`src/rtl/score_display_driver_pkg.sv`:
```
// display_pkg: shared segment patterns, FSM states and sizing helpers for the score display driver
package display_pkg;
    localparam int SEG_W = 7;
    localparam logic [SEG_W-1:0] SEG_BLANK = '0;
    localparam logic [SEG_W-1:0] SEG_DIGIT [0:9] = '{
        7'b1110111, 7'b0010010, 7'b1011101, 7'b1011011, 7'b0111010,
        7'b1101011, 7'b1101111, 7'b1010010, 7'b1111111, 7'b1111010
    };
    typedef enum logic [1:0] {IDLE, SHIFT, DONE} state_t;
    function automatic longint max_decimal(input int digits);
        longint r = 1;
        for (int i = 0; i < digits; i++) r = r * 10;
        return r - 1;
    endfunction
endpackage

```
`src/rtl/score_display_driver_if.sv`:
```
// score_display_driver_if: load/busy/valid handshake and result bus of the display driver
interface score_display_driver_if
    import display_pkg::*;
#(
    parameter int BIN_W  = 14,
    parameter int DIGITS = 4
) ();
    logic [BIN_W-1:0]        value;
    logic                    load;
    logic                    blank_lz;
    logic                    busy;
    logic                    valid;
    logic                    overflow;
    logic [4*DIGITS-1:0]     bcd_out;
    logic [SEG_W*DIGITS-1:0] seg_out;
    modport master (output value, load, blank_lz, input busy, valid, overflow, bcd_out, seg_out);
    modport slave  (input value, load, blank_lz, output busy, valid, overflow, bcd_out, seg_out);
endinterface

```
`src/rtl/score_display_driver_encoder.sv`:
```
// seg7_digit_encoder: one BCD digit to the 7-bit segment pattern, with forced blanking
module seg7_digit_encoder
    import display_pkg::*;
(
    input  logic [3:0]       bcd,
    input  logic             blank,
    output logic [SEG_W-1:0] seg
);
    assign seg = (blank || bcd > 4'd9) ? SEG_BLANK : SEG_DIGIT[bcd];
endmodule

```
`src/rtl/score_display_driver.sv`:
```
// score_display_driver: saturating double-dabble binary to BCD/segment converter, one shift per clock
module score_display_driver
    import display_pkg::*;
#(
    parameter int BIN_W  = 14,
    parameter int DIGITS = 4
) (
    input logic Clk,
    input logic Reset,
    score_display_driver_if.slave bus
);
    localparam int SW = 4*DIGITS + BIN_W;
    localparam int CW = $clog2(BIN_W + 1);
    localparam longint MAXD = max_decimal(DIGITS);
    // saturation only exists when the input range can exceed the display range
    localparam bit SAT_EN = MAXD < ((longint'(1) << BIN_W) - 1);
    localparam logic [BIN_W:0] MAX_BIN = SAT_EN ? (BIN_W+1)'(MAXD) : '0;

    state_t                  state, state_n;
    logic [CW-1:0]           cnt;
    logic [SW-1:0]           scr, adj;
    logic                    lz, ovf, ovf_in, valid_q, ovf_q;
    logic [BIN_W-1:0]        cap;
    logic [4*DIGITS-1:0]     bcd, bcd_q;
    logic [SEG_W*DIGITS-1:0] seg_n, seg_q;
    logic [DIGITS-1:0]       hi_nz;

    assign ovf_in = SAT_EN && ({1'b0, bus.value} > MAX_BIN);
    assign cap    = ovf_in ? MAX_BIN[BIN_W-1:0] : bus.value;
    assign bcd    = scr[SW-1:BIN_W];

    always_comb begin
        adj = scr;
        for (int i = 0; i < DIGITS; i++)
            adj[BIN_W+4*i +: 4] = (scr[BIN_W+4*i +: 4] >= 4'd5) ? scr[BIN_W+4*i +: 4] + 4'd3 : scr[BIN_W+4*i +: 4];
    end

    // a digit is blanked only when it and every digit above it are zero; units always shows
    for (genvar d = 0; d < DIGITS; d++) begin : g_dig
        assign hi_nz[d] = |bcd[4*DIGITS-1:4*d];
        seg7_digit_encoder u_enc (
            .bcd   (bcd[4*d +: 4]),
            .blank (lz && (d != 0) && !hi_nz[d]),
            .seg   (seg_n[SEG_W*d +: SEG_W])
        );
    end

    always_comb begin
        state_n = (state == IDLE && bus.load) ? SHIFT :
                  (state == SHIFT && cnt == '0) ? DONE :
                  (state == DONE) ? IDLE : state;
    end

    always_ff @(posedge Clk) begin
        if (Reset) begin
            state   <= IDLE;
            cnt     <= '0;
            scr     <= '0;
            lz      <= 1'b0;
            ovf     <= 1'b0;
            valid_q <= 1'b0;
            ovf_q   <= 1'b0;
            bcd_q   <= '0;
            seg_q   <= '0;
        end else begin
            state   <= state_n;
            valid_q <= state == DONE;
            if (state == IDLE && bus.load) begin
                scr <= {{(4*DIGITS){1'b0}}, cap};
                cnt <= CW'(BIN_W - 1);
                lz  <= bus.blank_lz;
                ovf <= ovf_in;
            end
            if (state == SHIFT) begin
                scr <= adj << 1;
                cnt <= cnt - 1'b1;
            end
            if (state == DONE) begin
                bcd_q <= bcd;
                seg_q <= seg_n;
                ovf_q <= ovf;
            end
        end
    end

    assign bus.busy     = state != IDLE;
    assign bus.valid    = valid_q;
    assign bus.overflow = ovf_q;
    assign bus.bcd_out  = bcd_q;
    assign bus.seg_out  = seg_q;
endmodule

```
`src/flat_wrapper.sv`:
```
// flat-port wrapper written by rule: the top's interface ports become plain ports
module score_display_driver_flat import display_pkg::*;
#(
    parameter int BIN_W  = 14,
    parameter int DIGITS = 4
)
  (Clk, Reset, bus_value, bus_load, bus_blank_lz, bus_busy, bus_valid, bus_overflow, bus_bcd_out, bus_seg_out);
  score_display_driver_if #(.BIN_W(BIN_W), .DIGITS(DIGITS)) bus_i ();
  input logic Clk;
  input logic Reset;
  input wire logic [$bits(bus_i.value)-1:0] bus_value;
  input wire logic [$bits(bus_i.load)-1:0] bus_load;
  input wire logic [$bits(bus_i.blank_lz)-1:0] bus_blank_lz;
  output wire logic [$bits(bus_i.busy)-1:0] bus_busy;
  output wire logic [$bits(bus_i.valid)-1:0] bus_valid;
  output wire logic [$bits(bus_i.overflow)-1:0] bus_overflow;
  output wire logic [$bits(bus_i.bcd_out)-1:0] bus_bcd_out;
  output wire logic [$bits(bus_i.seg_out)-1:0] bus_seg_out;
  assign bus_i.value = bus_value;
  assign bus_i.load = bus_load;
  assign bus_i.blank_lz = bus_blank_lz;
  assign bus_busy = bus_i.busy;
  assign bus_valid = bus_i.valid;
  assign bus_overflow = bus_i.overflow;
  assign bus_bcd_out = bus_i.bcd_out;
  assign bus_seg_out = bus_i.seg_out;
  score_display_driver #(.BIN_W(BIN_W), .DIGITS(DIGITS)) u_core (.Clk(Clk), .Reset(Reset), .bus(bus_i));
endmodule
```
`config.mk`:
```
export PLATFORM = sky130hd
export DESIGN_NAME = score_display_driver_flat
export DESIGN_NICKNAME = d
export VERILOG_FILES = /design/src/rtl/score_display_driver_pkg.sv /design/src/rtl/score_display_driver_if.sv /design/src/rtl/score_display_driver_encoder.sv /design/src/rtl/score_display_driver.sv /design/src/flat_wrapper.sv
export SDC_FILE = /design/constraint.sdc
export NUM_CORES = 1
export LEC_CHECK = 0
export ABC_AREA = 1
export BUFFER_PORTS_ARGS = -buffer_cell sky130_fd_sc_hd__buf_2
export CORE_MARGIN = 10
export CORE_UTILIZATION = 48
export DETAILED_ROUTE_END_ITERATION = 12
export PLACE_DENSITY = 0.66
export SYNTH_ARGS = -nofsm -noshare
export SYNTH_HDL_FRONTEND = slang
export SYNTH_SLANG_ARGS = --single-unit
```
`constraint.sdc`:
```
create_clock -name Clk -period 1.7 [get_ports Clk]
set_clock_uncertainty 0.1 [all_clocks]
set_input_delay 0.34 -clock Clk [delete_from_list [all_inputs] [get_ports Clk]]
set_output_delay 0.34 -clock Clk [all_outputs]
set_load 0.03 [all_outputs]
```
======== Word-level counts from Yosys, hierarchy flattened ========
Memories as Yosys holds them, arrays and structs flattened.
Cells that the tools add are included.
W data, S select, Z words.
word-level totals
  flip-flop bits (word level) ............. 84
  ROM bits ................................ 448
  input port bits ......................... 18
  output and inout bits ................... 47
  logic and storage cells ................. 85
  memories kept ........................... 4
memory list
  memory            words  width  read ports  clocked after memory_dff  write ports  RTL line                           RTL
  (name not given)  16     7      1           0                         0            score_display_driver_encoder.sv:9  assign seg = (blank || bcd > 4'd9) ? SEG_BLANK : SEG_DIGIT[bcd];
  (name not given)  16     7      1           0                         0            score_display_driver_encoder.sv:9
  (name not given)  16     7      1           0                         0            score_display_driver_encoder.sv:9
  (name not given)  16     7      1           0                         0            score_display_driver_encoder.sv:9
cells by class
  add/subtract/negate cells ............... 5
  $lt $le $gt $ge ......................... 13
  equal/unequal tests ..................... 2
  muxes and demuxes ....................... 24
  bitwise operators ....................... 4
  reduce and logical (&&, ||, !) cells .... 22
operator list
  kind                    number
  $mux W7                 12
  $mux W30                2
  $ge A5 B5 Y1 const B    4
  $mux W4                 5
  $not A4 Y5              4
  $ge A4 B3 Y1 const B    4
  $gt A4 B4 Y1 const B    4
  $gt A14 B14 Y1 const B  1
  $mux W14                1
  $add A4 B2 Y4 const B   3
  $reduce_or A12 Y1       1
  $reduce_or A8 Y1        1
  $reduce_bool A2 Y1      3
  $logic_and A1 B1 Y1     5
  $logic_not A4 Y1        1
  $mux W2                 2
  $reduce_or A2 Y1        2
  $reduce_or A4 Y1        1
  $sub A4 B1 Y4 const B   1
  $add A3 B2 Y3 const B   1
  $logic_not A1 Y1        3
  $logic_or A1 B1 Y1      3
  $mux W3                 1
  $reduce_bool A3 Y1      1
  other kinds (4)         4

======== Logic depth before layout (Yosys ltp) ========
Gate-level depths: netlist of the first run.
  depth after elaboration ................. 5
  gate-level depth with buffers ........... 9
  mapped depth without buffers ............ 9

======== Cells and area by module ========
A second synthesis of the first run with hierarchy kept.
second synthesis, totals
  cells, all modules ...................... 662
  area total of the unflattened synthesis .. 4,501.8 um^2
by module, submodules not included
  module                times used  cells each  area an instance (um^2)  sequential area each (um^2)
  score_display_driver  1           498         3,621.0                  1,681.6
  seg7_digit_encoder    4           41          220.2                    0.0

======== Least setup slack after synthesis of the first run ========
No wires, ideal clock.
  path kind ............................... register -> register
  start ................................... register u_core.scr[22]
  end ..................................... register u_core.seg_q[14] (netlist: u_core.bus.seg_out[14])
  library setup time ...................... 0.070 ns
  arrival time ............................ 1.363 ns
  data required time ...................... 1.530 ns
  setup slack ............................. 0.167 ns
  stages on the path, launching flop included .. 9
  path buffers ............................ 0
  period minus slack after synthesis ...... 1.533 ns
  path through ............................ dfxtp_1 -> inv_1 -> ha_1 -> inv_1 -> nor2_1 -> nor3_1 -> nor2_1 -> nand2_1 -> a21oi_1
between the ends
  longest elaborated chain between the ends .. 5
  elaborated cells between the ends (all ways) .. 10
  those cells by class .................... 1 x order compare; 3 x mux; 1 x bitwise; 4 x reduce/logical; 1 x memory
RTL lines
  what                                                                  RTL line                                                       RTL
  start, declared                                                       score_display_driver.sv:21                                     logic [SW-1:0] scr, adj;
  start signal, assigned                                                score_display_driver.sv:69                                     scr <= {{(4*DIGITS){1'b0}}, cap};
  start signal, assigned                                                score_display_driver.sv:75                                     scr <= adj << 1;
  $not A4 Y5 (implied by the code) or $reduce_or A8 Y1 (tied branches)  score_display_driver_encoder.sv:9, score_display_driver.sv:40
  $mem_v2 Z16 W7 or $logic_not A1 Y1 (tied branches)                    -
  $mux W7 (implied by the code) or $logic_and A1 B1 Y1 (tied branches)  score_display_driver_encoder.sv:9, score_display_driver.sv:43
  $mux W7 (implied by the code) or $logic_or A1 B1 Y1 (tied branches)   score_display_driver_encoder.sv:9
  $mux W7 *                                                             score_display_driver_encoder.sv:9
  end signal, assigned                                                  score_display_driver.sv:80                                     seg_q <= seg_n;
  end, declared                                                         score_display_driver.sv:25                                     logic [SEG_W*DIGITS-1:0] seg_n, seg_q;
Every way passes the cells marked *; elsewhere a longest branch is shown, timed or not. The select of a mux whose other input is x is not followed.
A chain may end at the register's enable or synchronous reset.

======== Final worst setup path of the first run ========
  start ................................... register u_core.scr[26]
  end ..................................... register u_core.seg_q[18] (netlist: u_core.bus.seg_out[18])
between the ends
  longest elaborated chain between the ends .. 5
RTL lines
  what                 RTL line                           RTL
  $reduce_or A8 Y1     score_display_driver.sv:40         assign hi_nz[d] = |bcd[4*DIGITS-1:4*d];
  $logic_not A1 Y1     score_display_driver.sv:43         .blank (lz && (d != 0) && !hi_nz[d]),
  $logic_and A1 B1 Y1  score_display_driver.sv:43
  $logic_or A1 B1 Y1   score_display_driver_encoder.sv:9
  $mux W7              score_display_driver_encoder.sv:9
No other way between the ends.

==> flow_summary.json, run 1 <==
{
  "arrival_ns": 1.77,
  "clk_latency_ns": 0.36,
  "initial_core_util_pct": 48.83,
  "crit_chain": "inv_1 > ha_1 > nand3_1 > nor2_1 > nor2_2 > nand2_1 > a21oi_1",
  "status": "finished clean",
  "setup_viol": 0,
  "core_area_mm2": 0.008636,
  "post_cts.repair.setup_buffers": 0,
  "dp_hpwl_um": 7743,
  "fmax_mhz": 628.8,
  "clockBufferDepth": 2,
  "vias_per_cell": 5.150,
  "r2r_start": "u_core.scr[26]$_SDFFE_PP0P_",
  "synth_area_mm2": 0.004217,
  "crit_start": "u_core.scr[26]$_SDFFE_PP0P_",
  "hold_start": "bus_value[0]",
  "ys_ff_latch": 84,
  "fillers": 861,
  "drt-initial-drc-count": 183,
  "syn-instance-count": 569,
  "synth_cell_type_count": 39,
  "fin_crit_sh_pct": 93.55,
  "critPathBufInv": 1,
  "clock-sinks": 84,
  "post-route-cell-area_mm2": 0.004996,
  "vias": 3924,
  "antenna_cells": 0,
  "root_buffer": "clkbuf_8",
  "drive_gt1_share_pct": 21.56,
  "io_buffers": 64,
  "startpoint_type": "flip-flop",
  "gp_congestion": 0.8976,
  "rsz0062_at_grt": "true",
  "tns_ns": 0,
  "cts_tree": "built",
  "critPathTopFamily": "simple AND/OR/NAND/NOR gates",
  "grt_pass1_vias": 3895,
  "htreeDepth": 3,
  "synth_edf_count": 0,
  "dpl-instance-area_mm2": 0.004786,
  "fp.dieArea_mm2": 0.01293,
  "critPathMaxFanout": 7,
  "p_leak_uw": 0.002315,
  "drt-pass1-iter-count": 4,
  "syn-num-nets": 612,
  "die_w_um": 113.7,
  "antenna_found_initial": 0,
  "synth-async-reset-ratio_pct": 0,
  "syn_area_per_cell_um2": 7.410,
  "synth_ff_type": "dfxtp_1",
  "path_clk_slew_ns": 0.08,
  "grt_max_degree": 45,
  "endpoint_kind": "flip-flop",
  "placementRows": 34,
  "instances_no_fill": 762,
  "cts_made_buffers": 9,
  "powerDensity_mw_per_mm2": 846.9,
  "crit_required_ns": 1.88,
  "syn2layout_area_growth_pct": 18.49,
  "grt_pass1_wl_um": 17910,
  "hold_viol": 0,
  "ant_nets": 0,
  "hold_path_class": "input port to flip-flop",
  "fin_crit_ns": 1.590,
  "wl_per_cell_um": 13.61,
  "ir_drop_mv": 0.4228,
  "overflow": 0,
  "critPathKind": "flip-flop to flip-flop",
  "slowest_delay_ns": 0.41,
  "nets": 692,
  "totalPowerFinal_uw": 4231,
  "die_y_um": 113.7,
  "yosysWarningCount": 0,
  "slew_violations": 0,
  "seq_area_frac_synth_pct": 39.88,
  "maxCapViolCount": 0,
  "routed_wl_um": 10370,
  "max_slew_margin_pct": 74.69,
  "dp_cells": 746,
  "tightest_slew_ns": 0.3788,
  "cp_slowest_cell": "dfxtp_1",
  "drcViolationCount": 0,
  "design.portCount": 65,
  "grt_usage_pct": 16.31
}
## stage by stage
step	utilization [%]	setup WS, ns	hold slack [ns]
after global routing	57.85	-0.02118	0.1248
after CTS	57.78	0.03384	0.09817
after global placement	55.42	0.09126	0.3511
after detailed placement	55.42	-0.006267	0.3516
final	57.85	0.1097	0.1016
after floorplan	-	0.1670	0.3258
## per-layer routing
layer	track usage (%)	up-vias	routed length, um	part of all wire, %
met4	6.007	0	163	1.6
met1	19.79	1784	4677	45
met2	27.53	80	5010	48
li1	-	2047	-	-
met3	3.675	13	521	5.0
met5	0	-	0	0
## sequential cells by signal, indices dropped and copies added, names as in the netlist
signal and cells:
u_core.bus.valid 1, u_core.bus.overflow 1, u_core.bus.seg_out 28, u_core.lz 1, u_core.bus.bcd_out 16, u_core.state 2, u_core.scr 30, u_core.cnt 4
u_core.ovf 1
## layout by cell type (no fill, tap or decap), types with 3 or more instances in the layout
cell	instances
a21boi_2	10
a21oi_1	75
nand3_1	35
inv_2	5
buf_12	3
ha_1	24
inv_1	40
nor2_1	41
a211oi_1	7
buf_2	64
o21ai_0	40
dfxtp_1	83
clkbuf_8	10
o211a_1	3
buf_4	28
o211ai_1	6
nand2_1	143
## cells in the mapped netlist (3+ instances only)
| master | number | area, um^2 |
|---|---|---|
| ha_1 | 25 | 312.8 |
| buf_2 | 13 | 65.06 |
| clkbuf_1 | 8 | 30.03 |
| nor2_1 | 42 | 157.7 |
| inv_2 | 3 | 11.26 |
| o21ai_0 | 40 | 200.2 |
| a21oi_1 | 75 | 375.4 |
| nand3_1 | 35 | 175.2 |
| inv_1 | 42 | 157.7 |
| a21boi_2 | 10 | 112.6 |
| buf_6 | 3 | 33.78 |
| o211ai_1 | 6 | 45.04 |
| nand2_1 | 144 | 540.5 |
| dfxtp_1 | 84 | 1682 |
| o211a_1 | 3 | 30.03 |
| a211oi_1 | 7 | 52.55 |
## layout make-up
type	count	area (um^2)	share of cell area [%]
Tap cell	108	135.1	2.705
Clock inverter	6	63.81	1.277
Sequential cell	84	1683	33.68
Timing Repair Buffer	95	590.6	11.82
Multi-Input combinational cell	410	2195	43.93
Inverter	49	191.4	3.832
Clock buffer	10	137.6	2.755
## power by group
group | internal [uW] | total, uW | switching [uW]
clock network | 716 | 1450 | 729
logic | 228 | 661 | 433
registers | 2070 | 2130 | 59.8
total | 3010 | 4230 | 1220
## kinds of logic after synthesis
kind of cell / synth area share [%]
AOI/OAI and AO/OA: 20.83
xor gates and xnor gates: 0.2078
adders and majority gates: 7.418
buffers and inverters: 8.249
DFF: 39.88
and+or+nand+nor: 23.41
## tightest hold or removal path: cells and delay by family
family          cells  cell delay, ns
compound gates      1            0.07
buf+inv             2            0.12
## worst paths after layout
kind | slack, ns | depth (start not counted) | endpoint
setup / recovery | 0.11 | 7 | u_core.bus.seg_out[18]$_SDFFE_PP0P_
hold / removal | 0.10 | 3 | u_core.scr[0]$_SDFFE_PP0P_
setup reg to reg | 0.11 | 7 | u_core.bus.seg_out[18]$_SDFFE_PP0P_
hold reg to reg | 0.36 | 2 | u_core.bus.seg_out[10]$_SDFFE_PP0P_
## timing repair
item	4_1_cts	5_1_grt
gates resized for setup	1	5
setup endpoints to repair	1	12
hold buffers	0	0
No activity file was read; power rests on OpenSTA's default activity.
==> run 2: changes to the inputs <==
--- a/config.mk
+++ b/config.mk
@@ -7,7 +7,7 @@
 export LEC_CHECK = 0
 export ABC_AREA = 1
 export BUFFER_PORTS_ARGS = -buffer_cell sky130_fd_sc_hd__buf_2
-export CORE_MARGIN = 10
+export CORE_MARGIN = 2
 export CORE_UTILIZATION = 48
 export DETAILED_ROUTE_END_ITERATION = 12
 export PLACE_DENSITY = 0.66
==> run 2 against run 1 <==
  * Fmax decreased by 3.1%
  * First-iteration DRC count rose by 3.8%
  * Cell count is 0.52% higher
  * Wire length fell by 4.7%
  * Critical path depth is 4 lower
  * Sequential cell count is the same
  * Hold slack improved by 0.0026 ns
  * Clock power is 4% lower
  * Cell area about the same
  * Critical endpoint is now bus_busy
  * Largest power group unchanged
==> flow_summary.json, run 2 (synthesized netlist as in run 1, its figures left out) <==
{
  "status": "finished clean",
  "fin_crit_sh_pct": 96.56,
  "design.portCount": 65,
  "ir_drop_mv": 0.4943,
  "cp_slowest_cell": "dfxtp_1",
  "grt_pass1_wl_um": 16770,
  "routed_wl_um": 9884,
  "arrival_ns": 1.20,
  "syn2layout_area_growth_pct": 18.55,
  "antenna_cells": 0,
  "cts_tree": "built",
  "nets": 696,
  "endpoint_kind": "output port",
  "grt_usage_pct": 21.19,
  "die_y_um": 97.73,
  "fin_crit_ns": 1.642,
  "largest_register_ff_count": 30,
  "gp_congestion": 0.9311,
  "top_register": "u_core.scr",
  "crit_required_ns": 1.26,
  "totalPowerFinal_uw": 4163,
  "htreeDepth": 3,
  "ant_nets": 0,
  "tns_ns": 0,
  "drt-pass1-iter-count": 4,
  "antenna_found_initial": 0,
  "die_w_um": 97.73,
  "initial_core_util_pct": 48.83,
  "drt-initial-drc-count": 190,
  "tightest_slew_ns": 0.4128,
  "clockBufferDepth": 2,
  "root_buffer": "clkbuf_8",
  "critPathKind": "flip-flop to output port",
  "powerDensity_mw_per_mm2": 832.8,
  "drive_gt1_share_pct": 21.73,
  "setup_viol": 0,
  "wl_per_cell_um": 12.90,
  "critPathBufInv": 2,
  "critPathTopFamily": "flip-flops",
  "post_cts.repair.setup_buffers": 0,
  "cts_made_buffers": 9,
  "p_leak_uw": 0.002318,
  "crit_chain": "inv_2 > nand2_1 > buf_2",
  "drcViolationCount": 0,
  "clock-sinks": 84,
  "grt_max_degree": 24,
  "startpoint_type": "flip-flop",
  "io_buffers": 64,
  "hold_viol": 0,
  "dp_hpwl_um": 7304,
  "core_area_mm2": 0.008636,
  "hold-worst-slack_ns": 0.1042,
  "vias_per_cell": 5.106,
  "fmax_mhz": 609.2,
  "slowest_delay_ns": 0.49,
  "post-route-util_pct": 57.88,
  "final_common_cell": "nand2_1",
  "critPathMaxFanout": 5,
  "path_clk_slew_ns": 0.08,
  "slew_violations": 0,
  "overflow": 0,
  "rsz0062_at_grt": "false",
  "vias": 3911,
  "placementRows": 34,
  "grt_pass1_vias": 3726,
  "clk_latency_ns": 0.36,
  "final_cell_mix": "143 x nand2_1, 84 x dfxtp_1, 75 x a21oi_1, 64 x buf_2",
  "max_slew_margin_pct": 72.41,
  "fp.dieArea_mm2": 0.009550,
  "hold_path_class": "input port to flip-flop",
  "maxCapViolCount": 0
}
## run 2: cell types whose count changed in the layout (fill, tap and decap cells not counted), sizes merged
cell	delta
buf	+4
clkbuf	+2
clkinv	-2
## run 2: final cells by class
class | count | area, um^2
repair buffers | 99 | 608.1
well taps | 108 | 135.1
inverters | 49 | 191.4
flip-flops and latches | 84 | 1682
clock buffers | 12 | 135.1
multi-input cells | 410 | 2197
clock inverters | 4 | 50.05
fillers | 845 | 3637
## run 2: what timing repair did
item | CTS | global route
setup endpoints to repair | 2 | 14
resized for setup | 1 | 6
cloned | 0 | 0
hold buffers | 0 | 0
pin swaps | 0 | 1
## run 2: worst paths after layout
kind,from,to,slack [ns],depth (start not counted)
worst max register to register,u_core.state[0]$_SDFFE_PP0P_,u_core.bus.seg_out[3]$_SDFFE_PP0P_,0.16,6
worst min-delay path,bus_value[0],u_core.scr[0]$_SDFFE_PP0P_,0.10,3
worst max-delay path,u_core.state[0]$_SDFFE_PP0P_,bus_busy,0.06,3
worst min register to register,u_core.bus.seg_out[17]$_SDFFE_PP0P_,u_core.bus.seg_out[17]$_SDFFE_PP0P_,0.36,2
## run 2: metrics by stage
step / instance area, um^2 / std cells / setup slack, ns
floorplan: 4217 / 569 / 0.1670
global placement: 4803 / 750 / 0.09603
detailed placement: 4803 / 750 / 0.005474
CTS: 4991 / 766 / 0.04214
global route: 4999 / 766 / 0.01266
finish: 4999 / 766 / 0.05843
## run 2: report_power, final
group | switching, uW | internal [uW] | total [uW]
Sequential | 57.6 | 2060 | 2120
Clock | 709 | 678 | 1390
Combinational | 428 | 225 | 653
## run 2: per-layer routing
metal	track usage, %	part of all wire (%)	up-vias
li1	-	-	2048
met1	26.88	47	1763
met2	35.17	47	86
met3	3.309	4.5	14
met4	10.47	2.0	0
met5	0	0	-
## run 2: worst reg2reg max path, stage by stage (launching register included)
cell and delay [ns]:
dfxtp_1 0.39, nor2_4 0.28, buf_4 0.22, nand2_1 0.08
inv_1 0.14, o21ai_0 0.11, a21oi_1 0.14
